File: config.mk
export PLATFORM = sky130hd
export DESIGN_NAME = vga_timing_gen_flat
export DESIGN_NICKNAME = d
export VERILOG_FILES = /design/src/rtl/vga_timing_pkg.sv /design/src/rtl/vga_timing_if.sv /design/src/rtl/vga_timing_gen_sync_delay.sv /design/src/rtl/vga_timing_gen.sv /design/src/flat_wrapper.sv
export SDC_FILE = /design/constraint.sdc
export NUM_CORES = 1
export LEC_CHECK = 0
export BUFFER_PORTS_ARGS = -buffer_cell sky130_fd_sc_hd__buf_2
export CAP_MARGIN = 20
export CORE_ASPECT_RATIO = 1.1
export CORE_MARGIN = 4
export CORE_UTILIZATION = 30
export DETAILED_ROUTE_END_ITERATION = 6
export PLACE_DENSITY = 0.51
export SLEW_MARGIN = 20
export SYNTH_ARGS = -nofsm -noshare
export SYNTH_HDL_FRONTEND = slang
export SYNTH_SLANG_ARGS = --single-unit
File: constraint.sdc
create_clock -name vga_clk -period 2.45 [get_ports vga_clk]
set_clock_uncertainty 0.2 [all_clocks]
set_input_delay 0.3675 -clock vga_clk [delete_from_list [all_inputs] [get_ports vga_clk]]
set_output_delay 0.3675 -clock vga_clk [all_outputs]
set_load 0.02 [all_outputs]
File: src/rtl/vga_timing_pkg.sv
// VGA 640x480@60 timing defaults and shared types.
// Imported by the timing generator, its delay line and its interface.
package vga_timing_pkg;

  localparam int unsigned DEF_H_VISIBLE = 640;
  localparam int unsigned DEF_H_FRONT   = 16;
  localparam int unsigned DEF_H_SYNC    = 96;
  localparam int unsigned DEF_H_BACK    = 48;
  localparam int unsigned DEF_H_TOTAL   =
    DEF_H_VISIBLE + DEF_H_FRONT +
    DEF_H_SYNC + DEF_H_BACK;

  localparam int unsigned DEF_V_VISIBLE = 480;
  localparam int unsigned DEF_V_FRONT   = 10;
  localparam int unsigned DEF_V_SYNC    = 2;
  localparam int unsigned DEF_V_BACK    = 33;
  localparam int unsigned DEF_V_TOTAL   =
    DEF_V_VISIBLE + DEF_V_FRONT +
    DEF_V_SYNC + DEF_V_BACK;

  localparam int unsigned DEF_HS_START =
    DEF_H_VISIBLE + DEF_H_FRONT;
  localparam int unsigned DEF_HS_END   =
    DEF_HS_START + DEF_H_SYNC - 1;
  localparam int unsigned DEF_VS_START =
    DEF_V_VISIBLE + DEF_V_FRONT;
  localparam int unsigned DEF_VS_END   =
    DEF_VS_START + DEF_V_SYNC - 1;

  localparam int DEF_BLANK_DLY = 1;
  localparam int DEF_SYNC_DLY  = 2;

  localparam int unsigned CW = 10;

  typedef logic [CW-1:0] coord_t;
  typedef logic [7:0]    fcnt_t;

  function automatic logic in_win(
    input coord_t v,
    input coord_t lo,
    input coord_t hi
  );
    return (v >= lo) && (v <= hi);
  endfunction

endpackage

File: src/rtl/vga_timing_if.sv
// Timing bundle from the generator to mappers and the VGA pins.
// master drives, slave observes.
interface vga_if;
  import vga_timing_pkg::*;

  coord_t DrawX;
  coord_t DrawY;
  logic   blank;
  logic   hs;
  logic   vs;
  logic   line_start;
  logic   frame_start;
  fcnt_t  frame_cnt;

  modport master (
    output DrawX,
    output DrawY,
    output blank,
    output hs,
    output vs,
    output line_start,
    output frame_start,
    output frame_cnt
  );

  modport slave (
    input DrawX,
    input DrawY,
    input blank,
    input hs,
    input vs,
    input line_start,
    input frame_start,
    input frame_cnt
  );

endinterface

File: src/rtl/vga_timing_gen_sync_delay.sv
// Fixed-depth shift register with async reset to a per-bit value.
// DEPTH 0 is a plain wire.
module vga_sync_delay #(
  parameter int                WIDTH   = 1,
  parameter int                DEPTH   = 1,
  parameter logic [WIDTH-1:0]  RST_VAL = '0
) (
  input  logic             clk_i,
  input  logic             rst_ni,
  input  logic [WIDTH-1:0] d_i,
  output logic [WIDTH-1:0] q_o
);

  if (DEPTH == 0) begin : g_pass
    logic unused_clk_rst;
    assign unused_clk_rst = clk_i ^ rst_ni;
    assign q_o = d_i;
  end else begin : g_shift
    logic [WIDTH-1:0] sr_q [DEPTH];

    always_ff @(posedge clk_i or negedge rst_ni) begin
      if (!rst_ni) begin
        for (int i = 0; i < DEPTH; i++)
          sr_q[i] <= RST_VAL;
      end else begin
        sr_q[0] <= d_i;
        for (int i = 1; i < DEPTH; i++)
          sr_q[i] <= sr_q[i-1];
      end
    end

    assign q_o = sr_q[DEPTH-1];
  end

endmodule

File: src/rtl/vga_timing_gen.sv
// 640x480@60 raster counters, sync/blank decode and frame strobes.
// hs/vs/blank are delayed to line up with the mapper pipeline.
module vga_timing_gen
  import vga_timing_pkg::*;
#(
  parameter int unsigned H_VISIBLE = DEF_H_VISIBLE,
  parameter int unsigned H_FRONT   = DEF_H_FRONT,
  parameter int unsigned H_SYNC    = DEF_H_SYNC,
  parameter int unsigned H_BACK    = DEF_H_BACK,
  parameter int unsigned V_VISIBLE = DEF_V_VISIBLE,
  parameter int unsigned V_FRONT   = DEF_V_FRONT,
  parameter int unsigned V_SYNC    = DEF_V_SYNC,
  parameter int unsigned V_BACK    = DEF_V_BACK,
  parameter int          BLANK_DLY = DEF_BLANK_DLY,
  parameter int          SYNC_DLY  = DEF_SYNC_DLY
) (
  input  logic  vga_clk,
  input  logic  reset_n,
  vga_if.master vga
);

  localparam coord_t H_VIS_C = coord_t'(H_VISIBLE);
  localparam coord_t V_VIS_C = coord_t'(V_VISIBLE);
  localparam coord_t H_MAX   = coord_t'(
    H_VISIBLE + H_FRONT + H_SYNC + H_BACK - 1);
  localparam coord_t V_MAX   = coord_t'(
    V_VISIBLE + V_FRONT + V_SYNC + V_BACK - 1);
  localparam coord_t HS_S    = coord_t'(
    H_VISIBLE + H_FRONT);
  localparam coord_t HS_E    = coord_t'(
    H_VISIBLE + H_FRONT + H_SYNC - 1);
  localparam coord_t VS_S    = coord_t'(
    V_VISIBLE + V_FRONT);
  localparam coord_t VS_E    = coord_t'(
    V_VISIBLE + V_FRONT + V_SYNC - 1);

  coord_t hc_q, hc_d;
  coord_t vc_q, vc_d;
  logic   ls_q, ls_d;
  logic   fs_q, fs_d;
  fcnt_t  fcnt_q, fcnt_d;

  logic       h_wrap;
  logic       v_wrap;
  logic       blank_raw;
  logic [1:0] sync_raw;
  logic [1:0] sync_dly;
  logic       blank_dly;

  always_comb begin
    h_wrap = (hc_q == H_MAX);
    v_wrap = (vc_q == V_MAX);
    hc_d   = hc_q + coord_t'(1);
    vc_d   = vc_q;
    unique case (1'b1)
      h_wrap && v_wrap: begin
        hc_d = '0;
        vc_d = '0;
      end
      h_wrap && !v_wrap: begin
        hc_d = '0;
        vc_d = vc_q + coord_t'(1);
      end
      !h_wrap: ;
      default: ;
    endcase
  end

  // Strobes come from the next-state wrap so they land on DrawX==0.
  always_comb begin
    ls_d   = h_wrap;
    fs_d   = h_wrap && v_wrap;
    fcnt_d = fcnt_q;
    if (fs_d)
      fcnt_d = fcnt_q + fcnt_t'(1);
  end

  always_ff @(posedge vga_clk or negedge reset_n) begin
    if (!reset_n) begin
      hc_q   <= '0;
      vc_q   <= '0;
      ls_q   <= 1'b0;
      fs_q   <= 1'b0;
      fcnt_q <= '0;
    end else begin
      hc_q   <= hc_d;
      vc_q   <= vc_d;
      ls_q   <= ls_d;
      fs_q   <= fs_d;
      fcnt_q <= fcnt_d;
    end
  end

  always_comb begin
    blank_raw   = (hc_q < H_VIS_C) &&
                  (vc_q < V_VIS_C);
    sync_raw[1] = !in_win(hc_q, HS_S, HS_E);
    sync_raw[0] = !in_win(vc_q, VS_S, VS_E);
  end

  vga_sync_delay #(
    .WIDTH   (2),
    .DEPTH   (SYNC_DLY),
    .RST_VAL (2'b11)
  ) u_sync_dly (
    .clk_i  (vga_clk),
    .rst_ni (reset_n),
    .d_i    (sync_raw),
    .q_o    (sync_dly)
  );

  vga_sync_delay #(
    .WIDTH   (1),
    .DEPTH   (BLANK_DLY),
    .RST_VAL (1'b0)
  ) u_blank_dly (
    .clk_i  (vga_clk),
    .rst_ni (reset_n),
    .d_i    (blank_raw),
    .q_o    (blank_dly)
  );

  assign vga.DrawX       = hc_q;
  assign vga.DrawY       = vc_q;
  assign vga.blank       = blank_dly;
  assign vga.hs          = sync_dly[1];
  assign vga.vs          = sync_dly[0];
  assign vga.line_start  = ls_q;
  assign vga.frame_start = fs_q;
  assign vga.frame_cnt   = fcnt_q;

endmodule

File: src/flat_wrapper.sv
// flat-port wrapper written by rule: the top's interface ports become plain ports
module vga_timing_gen_flat import vga_timing_pkg::*;
#(
  parameter int unsigned H_VISIBLE = DEF_H_VISIBLE,
  parameter int unsigned H_FRONT   = DEF_H_FRONT,
  parameter int unsigned H_SYNC    = DEF_H_SYNC,
  parameter int unsigned H_BACK    = DEF_H_BACK,
  parameter int unsigned V_VISIBLE = DEF_V_VISIBLE,
  parameter int unsigned V_FRONT   = DEF_V_FRONT,
  parameter int unsigned V_SYNC    = DEF_V_SYNC,
  parameter int unsigned V_BACK    = DEF_V_BACK,
  parameter int          BLANK_DLY = DEF_BLANK_DLY,
  parameter int          SYNC_DLY  = DEF_SYNC_DLY
)
  (vga_clk, reset_n, vga_DrawX, vga_DrawY, vga_blank, vga_hs, vga_vs, vga_line_start, vga_frame_start, vga_frame_cnt);
  vga_if vga_i ();
  input  logic vga_clk;
  input  logic reset_n;
  output wire logic [$bits(vga_i.DrawX)-1:0] vga_DrawX;
  output wire logic [$bits(vga_i.DrawY)-1:0] vga_DrawY;
  output wire logic [$bits(vga_i.blank)-1:0] vga_blank;
  output wire logic [$bits(vga_i.hs)-1:0] vga_hs;
  output wire logic [$bits(vga_i.vs)-1:0] vga_vs;
  output wire logic [$bits(vga_i.line_start)-1:0] vga_line_start;
  output wire logic [$bits(vga_i.frame_start)-1:0] vga_frame_start;
  output wire logic [$bits(vga_i.frame_cnt)-1:0] vga_frame_cnt;
  assign vga_DrawX = vga_i.DrawX;
  assign vga_DrawY = vga_i.DrawY;
  assign vga_blank = vga_i.blank;
  assign vga_hs = vga_i.hs;
  assign vga_vs = vga_i.vs;
  assign vga_line_start = vga_i.line_start;
  assign vga_frame_start = vga_i.frame_start;
  assign vga_frame_cnt = vga_i.frame_cnt;
  vga_timing_gen #(.H_VISIBLE(H_VISIBLE), .H_FRONT(H_FRONT), .H_SYNC(H_SYNC), .H_BACK(H_BACK), .V_VISIBLE(V_VISIBLE), .V_FRONT(V_FRONT), .V_SYNC(V_SYNC), .V_BACK(V_BACK), .BLANK_DLY(BLANK_DLY), .SYNC_DLY(SYNC_DLY)) u_core (.vga_clk(vga_clk), .reset_n(reset_n), .vga(vga_i));
endmodule
==> results of run 1 <==
synthesized netlist by cell type, types with 2 or more instances:
library cell	count
sky130_fd_sc_hd__nand4_1	6
sky130_fd_sc_hd__a21oi_1	2
sky130_fd_sc_hd__xnor2_1	8
sky130_fd_sc_hd__nand2_1	6
sky130_fd_sc_hd__xor2_1	9
sky130_fd_sc_hd__and3_1	4
sky130_fd_sc_hd__or3_1	2
sky130_fd_sc_hd__dfrtp_1	31
sky130_fd_sc_hd__ha_1	6
sky130_fd_sc_hd__dfstp_2	4
sky130_fd_sc_hd__and2_2	2
sky130_fd_sc_hd__o21ai_0	7
sky130_fd_sc_hd__nor2_1	7
sky130_fd_sc_hd__nor3_1	8
sky130_fd_sc_hd__nand3_1	11
sky130_fd_sc_hd__inv_1	7
power breakdown:
part / switching, mW / total (mW) / internal (mW)
registers: 0 / 0.578 / 0.578
clock network: 0.192 / 0.448 / 0.256
logic: 0.0109 / 0.0125 / 0.00160
total: 0.203 / 1.04 / 0.836
flip-flops by register name, indices dropped and copies added, names as in the netlist:
signal and count:
u_core.vga.frame_cnt 8, u_core.u_blank_dly.q_o 1, u_core.vga.DrawX 10, u_core.vga.frame_start 1, u_core.u_sync_dly.q_o 2, u_core.u_sync_dly.g_shift.sr_q 2
u_core.vga.DrawY 10, u_core.vga.line_start 1
stage by stage:
| step | instance area, sq um | std cells | util (%) |
|---|---|---|---|
| after floorplan | 1660 | 144 | - |
| after global placement | 1910 | 250 | 35.3 |
| after detailed placement | 1910 | 250 | 35.3 |
| after CTS | 2020 | 259 | 37.4 |
| after global routing | 2020 | 259 | 37.4 |
| final | 2020 | 259 | 37.4 |
what timing repair did:
item                                   4_1_cts  5_1_grt
hold buffers                                 1        0
endpoints found under the hold margin       31        0
gates resized for setup                      0        0
worst max-delay path, cell delays in order, from the launching register on:
cell                       delay, ps
sky130_fd_sc_hd__dfrtp_1         430
sky130_fd_sc_hd__inv_1           140
sky130_fd_sc_hd__ha_1            150
sky130_fd_sc_hd__and4bb_1        240
sky130_fd_sc_hd__nand4_2         320
sky130_fd_sc_hd__nor2_4          240
sky130_fd_sc_hd__mux2_2          350
cell type report:
class	instances	area [sq um]	share of cell area, %
Clock buffer	8	100	4.97
Inverter	8	35.0	1.74
Multi-Input combinational cell	98	726	36.0
Sequential cell	35	881	43.7
Tap cell	75	93.8	4.66
Timing Repair Buffer	35	180	8.94
kinds of logic after synthesis:
logic type               after synthesis
adder cells (fa/ha/maj)                6
AO/OA/AOI/OAI                         14
flip-flops                            35
XOR/XNOR                              17
buffers and inverters                 11
multiplexers                           3
AND/OR/NAND/NOR                       58
per-layer routing:
layer	track usage, %	wire, microns	vias to the layer above
met3	3.47	198	7
li1	-	-	579
met4	4.22	53	0
met5	0	0	-
met2	18.4	1730	32
met1	13.7	1520	595
worst paths after layout:
path                                                 end  cells past startpoint  slack (ps)
min in group asynchronous            u_core.vga.DrawX[9]                      2         510
worst min-delay path            u_core.u_sync_dly.q_o[1]                      0         160
worst max register to register   u_core.vga.frame_cnt[1]                      6         270
worst min register to register  u_core.u_sync_dly.q_o[1]                      0         160
max in group asynchronous            u_core.vga.DrawX[3]                      2        1040
worst max-delay path             u_core.vga.frame_cnt[1]                      6         270
==> metrics.log, run 1 <==
[metrics] final worst path period share: about nine tenths
[metrics] Distinct cells, synth: 40
[metrics] via count of the first global-routing pass: about 1200
[metrics] total negative slack for setup checks: 0 ps
[metrics] per-cell routed wire length: ~14 microns
[metrics] result of the run: finished clean
[metrics] Simple-Gate Fraction of Synth Area: between 20% and 30%
[metrics] power density relative to cell area: ~520 nW/um^2
[metrics] Worst setup startpoint: u_core.vga.DrawY[0]
[metrics] area leader, netlist: sky130_fd_sc_hd__dfrtp_1
[metrics] Fin. Hold Viols: 0
[metrics] Tmin final: 2180 ps
[metrics] number of buffers on the longest clock path: 2
[metrics] mean cell area of the mapped netlist: roughly 12 sq um
[metrics] Final Hold Slack: ~160 ps
[metrics] residual antenna-violating net count after detailed routing: 0
[metrics] required time at the worst-slack endpoint: 2410 ps
[metrics] Arr. time, crit path: roughly 2100 ps
[metrics] sequential cell area fraction in the yosys report: between 50% and 60%
[metrics] Post-Synthesis Cell Area: 1660 sq um
[metrics] Top Ports: 35
[metrics] top cell type's share of synthesized area: 46.7%
[metrics] highest achievable clock rate: approximately 460 MHz
[metrics] commonest non-fill, non-tap cell in the layout: sky130_fd_sc_hd__buf_2
[metrics] Leakage Power: ~1 nW
[metrics] setup slack at placement: around 330 ps
[metrics] vias per cell: ~4.7
[metrics] number of antenna violations at the first check in global routing: 0
[metrics] Critical Path Source Type: register
[metrics] number of levels in the clock H-tree: 2
[metrics] peak ir drop on the vdd network: about 0.30 mV
[metrics] xor and xnor fraction of the mapped netlist area: about 9%
[metrics] Net count, final: around 190
[metrics] post-detail-place hpwl: ~2500 microns
[metrics] mux share of post-synthesis cell area: 2.18%
[metrics] highest-count cells in the layout ignoring fill and taps: 34 x sky130_fd_sc_hd__buf_2, 31 x sky130_fd_sc_hd__dfrtp_1, 11 x sky130_fd_sc_hd__nand3_1, 9 x sky130_fd_sc_hd__xor2_1
[metrics] total wire length: between 3000 and 4000 microns
[metrics] Max-Cap Viols: 0
[metrics] initial standard-cell utilization of the core: between 30% and 40%
[metrics] largest net degree at the start of global routing: 36
[metrics] overall via count from detail_route: between 1000 and 1500
[metrics] CP Capture Type: register
[metrics] number of clock sinks: 35
[metrics] FF+latch count, synth: 35
[metrics] CTS clk-pin slew, worst paths: approximately 70 ps
[metrics] overflow left after global routing: 0
[metrics] drc violations: 0
[metrics] post-synthesis cell count: roughly 140
[metrics] Worst-Skew Late Latency: around 280 ps
[metrics] number of buffers added by the clock tree synthesis step: 5
[metrics] unrepaired setup endpoints after global routing: no
[metrics] violation count after the first detailed-routing iteration: 35
[metrics] min-delay src: u_core.u_sync_dly.g_shift.sr_q[3]
[metrics] slew at the pin with the worst max-slew slack: 771 ps
[metrics] area share of fa/ha/maj cells after synthesis: around 4.5%
[metrics] most area-consuming cells after synthesis: sky130_fd_sc_hd__dfrtp_1 47%, sky130_fd_sc_hd__dfstp_2 6.3%, sky130_fd_sc_hd__xor2_1 4.7%
[metrics] Std-Cell Rows: 28
[metrics] total power consumption of the routed design: around 1.0 mW
[metrics] dominant combinational cell family by area after synthesis: simple AND/OR/NAND/NOR gates
[metrics] Max Transition Viols Final: 0
[metrics] count of buffers inserted at the top-level ports: 34
[metrics] clock tree from TritonCTS: built
[metrics] Yosys warning total: 0
[metrics] Root Driver: sky130_fd_sc_hd__clkbuf_8
[metrics] final critical-path setup slack: about 270 ps
[metrics] wire length of the first global-routing pass: roughly 6000 microns
[metrics] setup violators final: 0
[metrics] net count after synthesis: 152
[metrics] Placer Congestion: 0.757
[metrics] overall die width: ~79 microns
[metrics] vertical die dimension: roughly 86 microns
[metrics] total global routing track utilization: 11.2%
[metrics] number of iterations in the first detailed-routing pass: 4
[metrics] Die Area: ~6800 sq um
[metrics] number of synthesized flops with an enable pin: 0
[metrics] critical path class: reg -> reg
[metrics] core area: roughly 5400 sq um
[metrics] max_slew headroom: about half
[metrics] synthesis-to-layout area growth: 21.2%
[metrics] post-synthesis async set-or-reset flop share: 100%
[metrics] number of diodes: 0
[metrics] ratio of cells with drive above 1 in the final layout: about a third
[metrics] Max Fanout on Critical Path: 10
[metrics] path class of the lowest-slack min-delay path: reg -> reg
[metrics] Top FF cell, synth: sky130_fd_sc_hd__dfrtp_1
[metrics] Compound-Gate Fraction of Synth Area: slightly above 5%
[metrics] buffers inserted by post-CTS timing repair: 0
[metrics] RR Startpoint: u_core.vga.DrawY[0]
[metrics] fill cell instance count of the final layout: ~560
Note: power is estimated with default switching activity, not from simulation.
==> run 2, diff against run 1 <==
- CORE_UTILIZATION: 30 -> 53
- PLACE_DENSITY: 0.51 -> 0.8
==> metrics.log, run 2 (same netlist as run 1, synthesis figures left out) <==
[metrics] fill cell instance count of the final layout: roughly 250
[metrics] Max-Cap Viols: 0
[metrics] number of levels in the clock H-tree: 2
[metrics] CTS clk-pin slew, worst paths: 110 ps
[metrics] residual antenna-violating net count after detailed routing: 0
[metrics] Placer Congestion: 0.948
[metrics] unrepaired setup endpoints after global routing: no
[metrics] Top Ports: 35
[metrics] result of the run: finished clean
[metrics] required time at the worst-slack endpoint: around 2500 ps
[metrics] Critical Path Source Type: register
[metrics] largest stage delay on the critical path: between 400 and 500 ps
[metrics] synthesis-to-layout area growth: 17.3%
[metrics] Slowest cell on crit path: sky130_fd_sc_hd__dfrtp_1
[metrics] critical path class: reg -> reg
[metrics] number of iterations in the first detailed-routing pass: 4
[metrics] highest achievable clock rate: roughly 470 MHz
[metrics] number of antenna violations at the first check in global routing: 0
[metrics] vias per cell: around 5.6
[metrics] relative contribution of the clock network to total power: a little over two fifths
[metrics] initial standard-cell utilization of the core: a little under three fifths
[metrics] power density relative to cell area: roughly 530 nW/um^2
[metrics] CP Capture Type: register
[metrics] buffers and inverters on the worst path: 1
[metrics] max_slew headroom: 48.8%
[metrics] wire length of the first global-routing pass: between 5000 and 6000 microns
[metrics] peak ir drop on the vdd network: 0.471 mV
[metrics] highest-count cells in the layout ignoring fill and taps: 34 x sky130_fd_sc_hd__buf_2, 31 x sky130_fd_sc_hd__dfrtp_1, 11 x sky130_fd_sc_hd__nand3_1, 9 x sky130_fd_sc_hd__xor2_1
[metrics] share of the core filled with cells in the final layout: approximately 65%
[metrics] net switching power figure: between 0.2 and 0.25 mW
[metrics] count of buffers inserted at the top-level ports: 34
[metrics] Root Driver: sky130_fd_sc_hd__clkbuf_4
[metrics] Std-Cell Rows: 21
[metrics] setup violators final: 0
[metrics] number of buffers on the longest clock path: 2
[metrics] overall die width: ~60 microns
[metrics] overflow left after global routing: 0
[metrics] number of clock sinks: 35
[metrics] Leakage Power: 1.00 nW
[metrics] total power consumption of the routed design: 1.02 mW
[metrics] Die Area: approximately 4100 sq um
[metrics] buffers inserted by post-CTS timing repair: 0
[metrics] number of diodes: 0
[metrics] Worst-Skew Late Latency: approximately 340 ps
[metrics] total negative slack for setup checks: 0 ps
[metrics] largest net degree at the start of global routing: 36
[metrics] post-detail-place hpwl: 2360 microns
[metrics] Arr. time, crit path: approximately 2200 ps
[metrics] Max Fanout on Critical Path: 10
[metrics] Fin. Hold Viols: 0
[metrics] number of buffers added by the clock tree synthesis step: 5
[metrics] Net count, final: between 150 and 200
[metrics] vertical die dimension: between 60 and 70 microns
[metrics] share of power burned in combinational logic: 1.2%
[metrics] slew at the pin with the worst max-slew slack: around 770 ps
[metrics] Internal: approximately 0.82 mW
[metrics] Max Transition Viols Final: 0
[metrics] delay-heaviest family, CP: simple AND/OR/NAND/NOR gates
[metrics] clock tree from TritonCTS: built
[metrics] total wire length: approximately 3300 microns
[metrics] overall via count from detail_route: roughly 1200
[metrics] sequential share of power: between 50 and 60%
[metrics] via count of the first global-routing pass: between 1000 and 1500
[metrics] drc violations: 0
[metrics] core area: 3020 sq um
[metrics] final worst path period share: around 87%
[metrics] total global routing track utilization: 19.0%
[metrics] violation count after the first detailed-routing iteration: 34
[metrics] switching share of total power: roughly 20%
[metrics] path class of the lowest-slack min-delay path: reg -> reg
[metrics] per-cell routed wire length: between 15 and 20 microns
[metrics] Tmin final: between 2000 and 2500 ps
[metrics] ratio of cells with drive above 1 in the final layout: roughly a third
[metrics] commonest non-fill, non-tap cell in the layout: sky130_fd_sc_hd__buf_2
[metrics] crit path cell chain: inv_1 -> ha_1 -> and4bb_1 -> nand4_2 -> nor2_4 -> mux2_2
## run 2: cell count changes in the layout (fill, tap and decap cells not counted), sizes merged
| cell | change |
|---|---|
| clkinv | +1 |
| bufinv | +1 |
| clkbuf | -2 |
## run 2: what timing repair did
| action | 4_1_cts | 5_1_grt |
|---|---|---|
| resized for setup | 0 | 0 |
| endpoints found under the hold margin | 31 | 0 |
| hold buffers | 1 | 0 |
## run 2: path summary, 6_finish.rpt
kind,startpoint,slack (ps),cells after the start,end
worst max-delay path,u_core.vga.DrawY[0],320,6,u_core.vga.frame_cnt[1]
max in group asynchronous,reset_n,1120,2,u_core.vga.DrawX[1]
worst min register to register,u_core.u_sync_dly.g_shift.sr_q[2],160,0,u_core.u_sync_dly.q_o[0]
min in group asynchronous,reset_n,440,2,u_core.vga.DrawX[2]
worst min-delay path,u_core.u_sync_dly.g_shift.sr_q[2],160,0,u_core.u_sync_dly.q_o[0]
worst max register to register,u_core.vga.DrawY[0],320,6,u_core.vga.frame_cnt[1]
## run 2: layer usage
metal	vias up	global-route usage, %	part of all wire (%)
li1	581	-	-
met1	603	25.3	42
met2	34	28.2	50
met3	8	5.81	5.7
met4	0	8.22	2.2
met5	-	0	0
## run 2: power groups by stage
stage	clock network [mW]	registers (mW)	logic (mW)
after floorplan	0	0.589	0.000000343
after global placement	0	0.589	0.0119
after detailed placement	0	0.589	0.0123
after CTS	0.447	0.578	0.0134
after global routing	0.473	0.578	0.0152
final	0.434	0.578	0.0125
## run 2: metrics by stage
stage | instances | hold slack (ps) | setup WS [ps] | cell area (sq um)
final | 218 | 161 | 322 | 1950
after global routing | 218 | 171 | 184 | 1950
after CTS | 218 | 163 | 316 | 1950
after detailed placement | 209 | 148 | 332 | 1850
after global placement | 209 | 146 | 457 | 1850
after floorplan | 144 | -128 | 416 | 1660
## run 2: cell type report
| class | count | area [sq um] | area share (%) |
|---|---|---|---|
| Sequential cell | 35 | 881 | 45.2 |
| Clock buffer | 6 | 51.3 | 2.63 |
| Tap cell | 34 | 42.5 | 2.18 |
| Timing Repair Buffer | 35 | 180 | 9.24 |
| Multi-Input combinational cell | 98 | 726 | 37.2 |
| Inverter | 8 | 35.0 | 1.80 |
| Clock inverter | 2 | 35.0 | 1.80 |
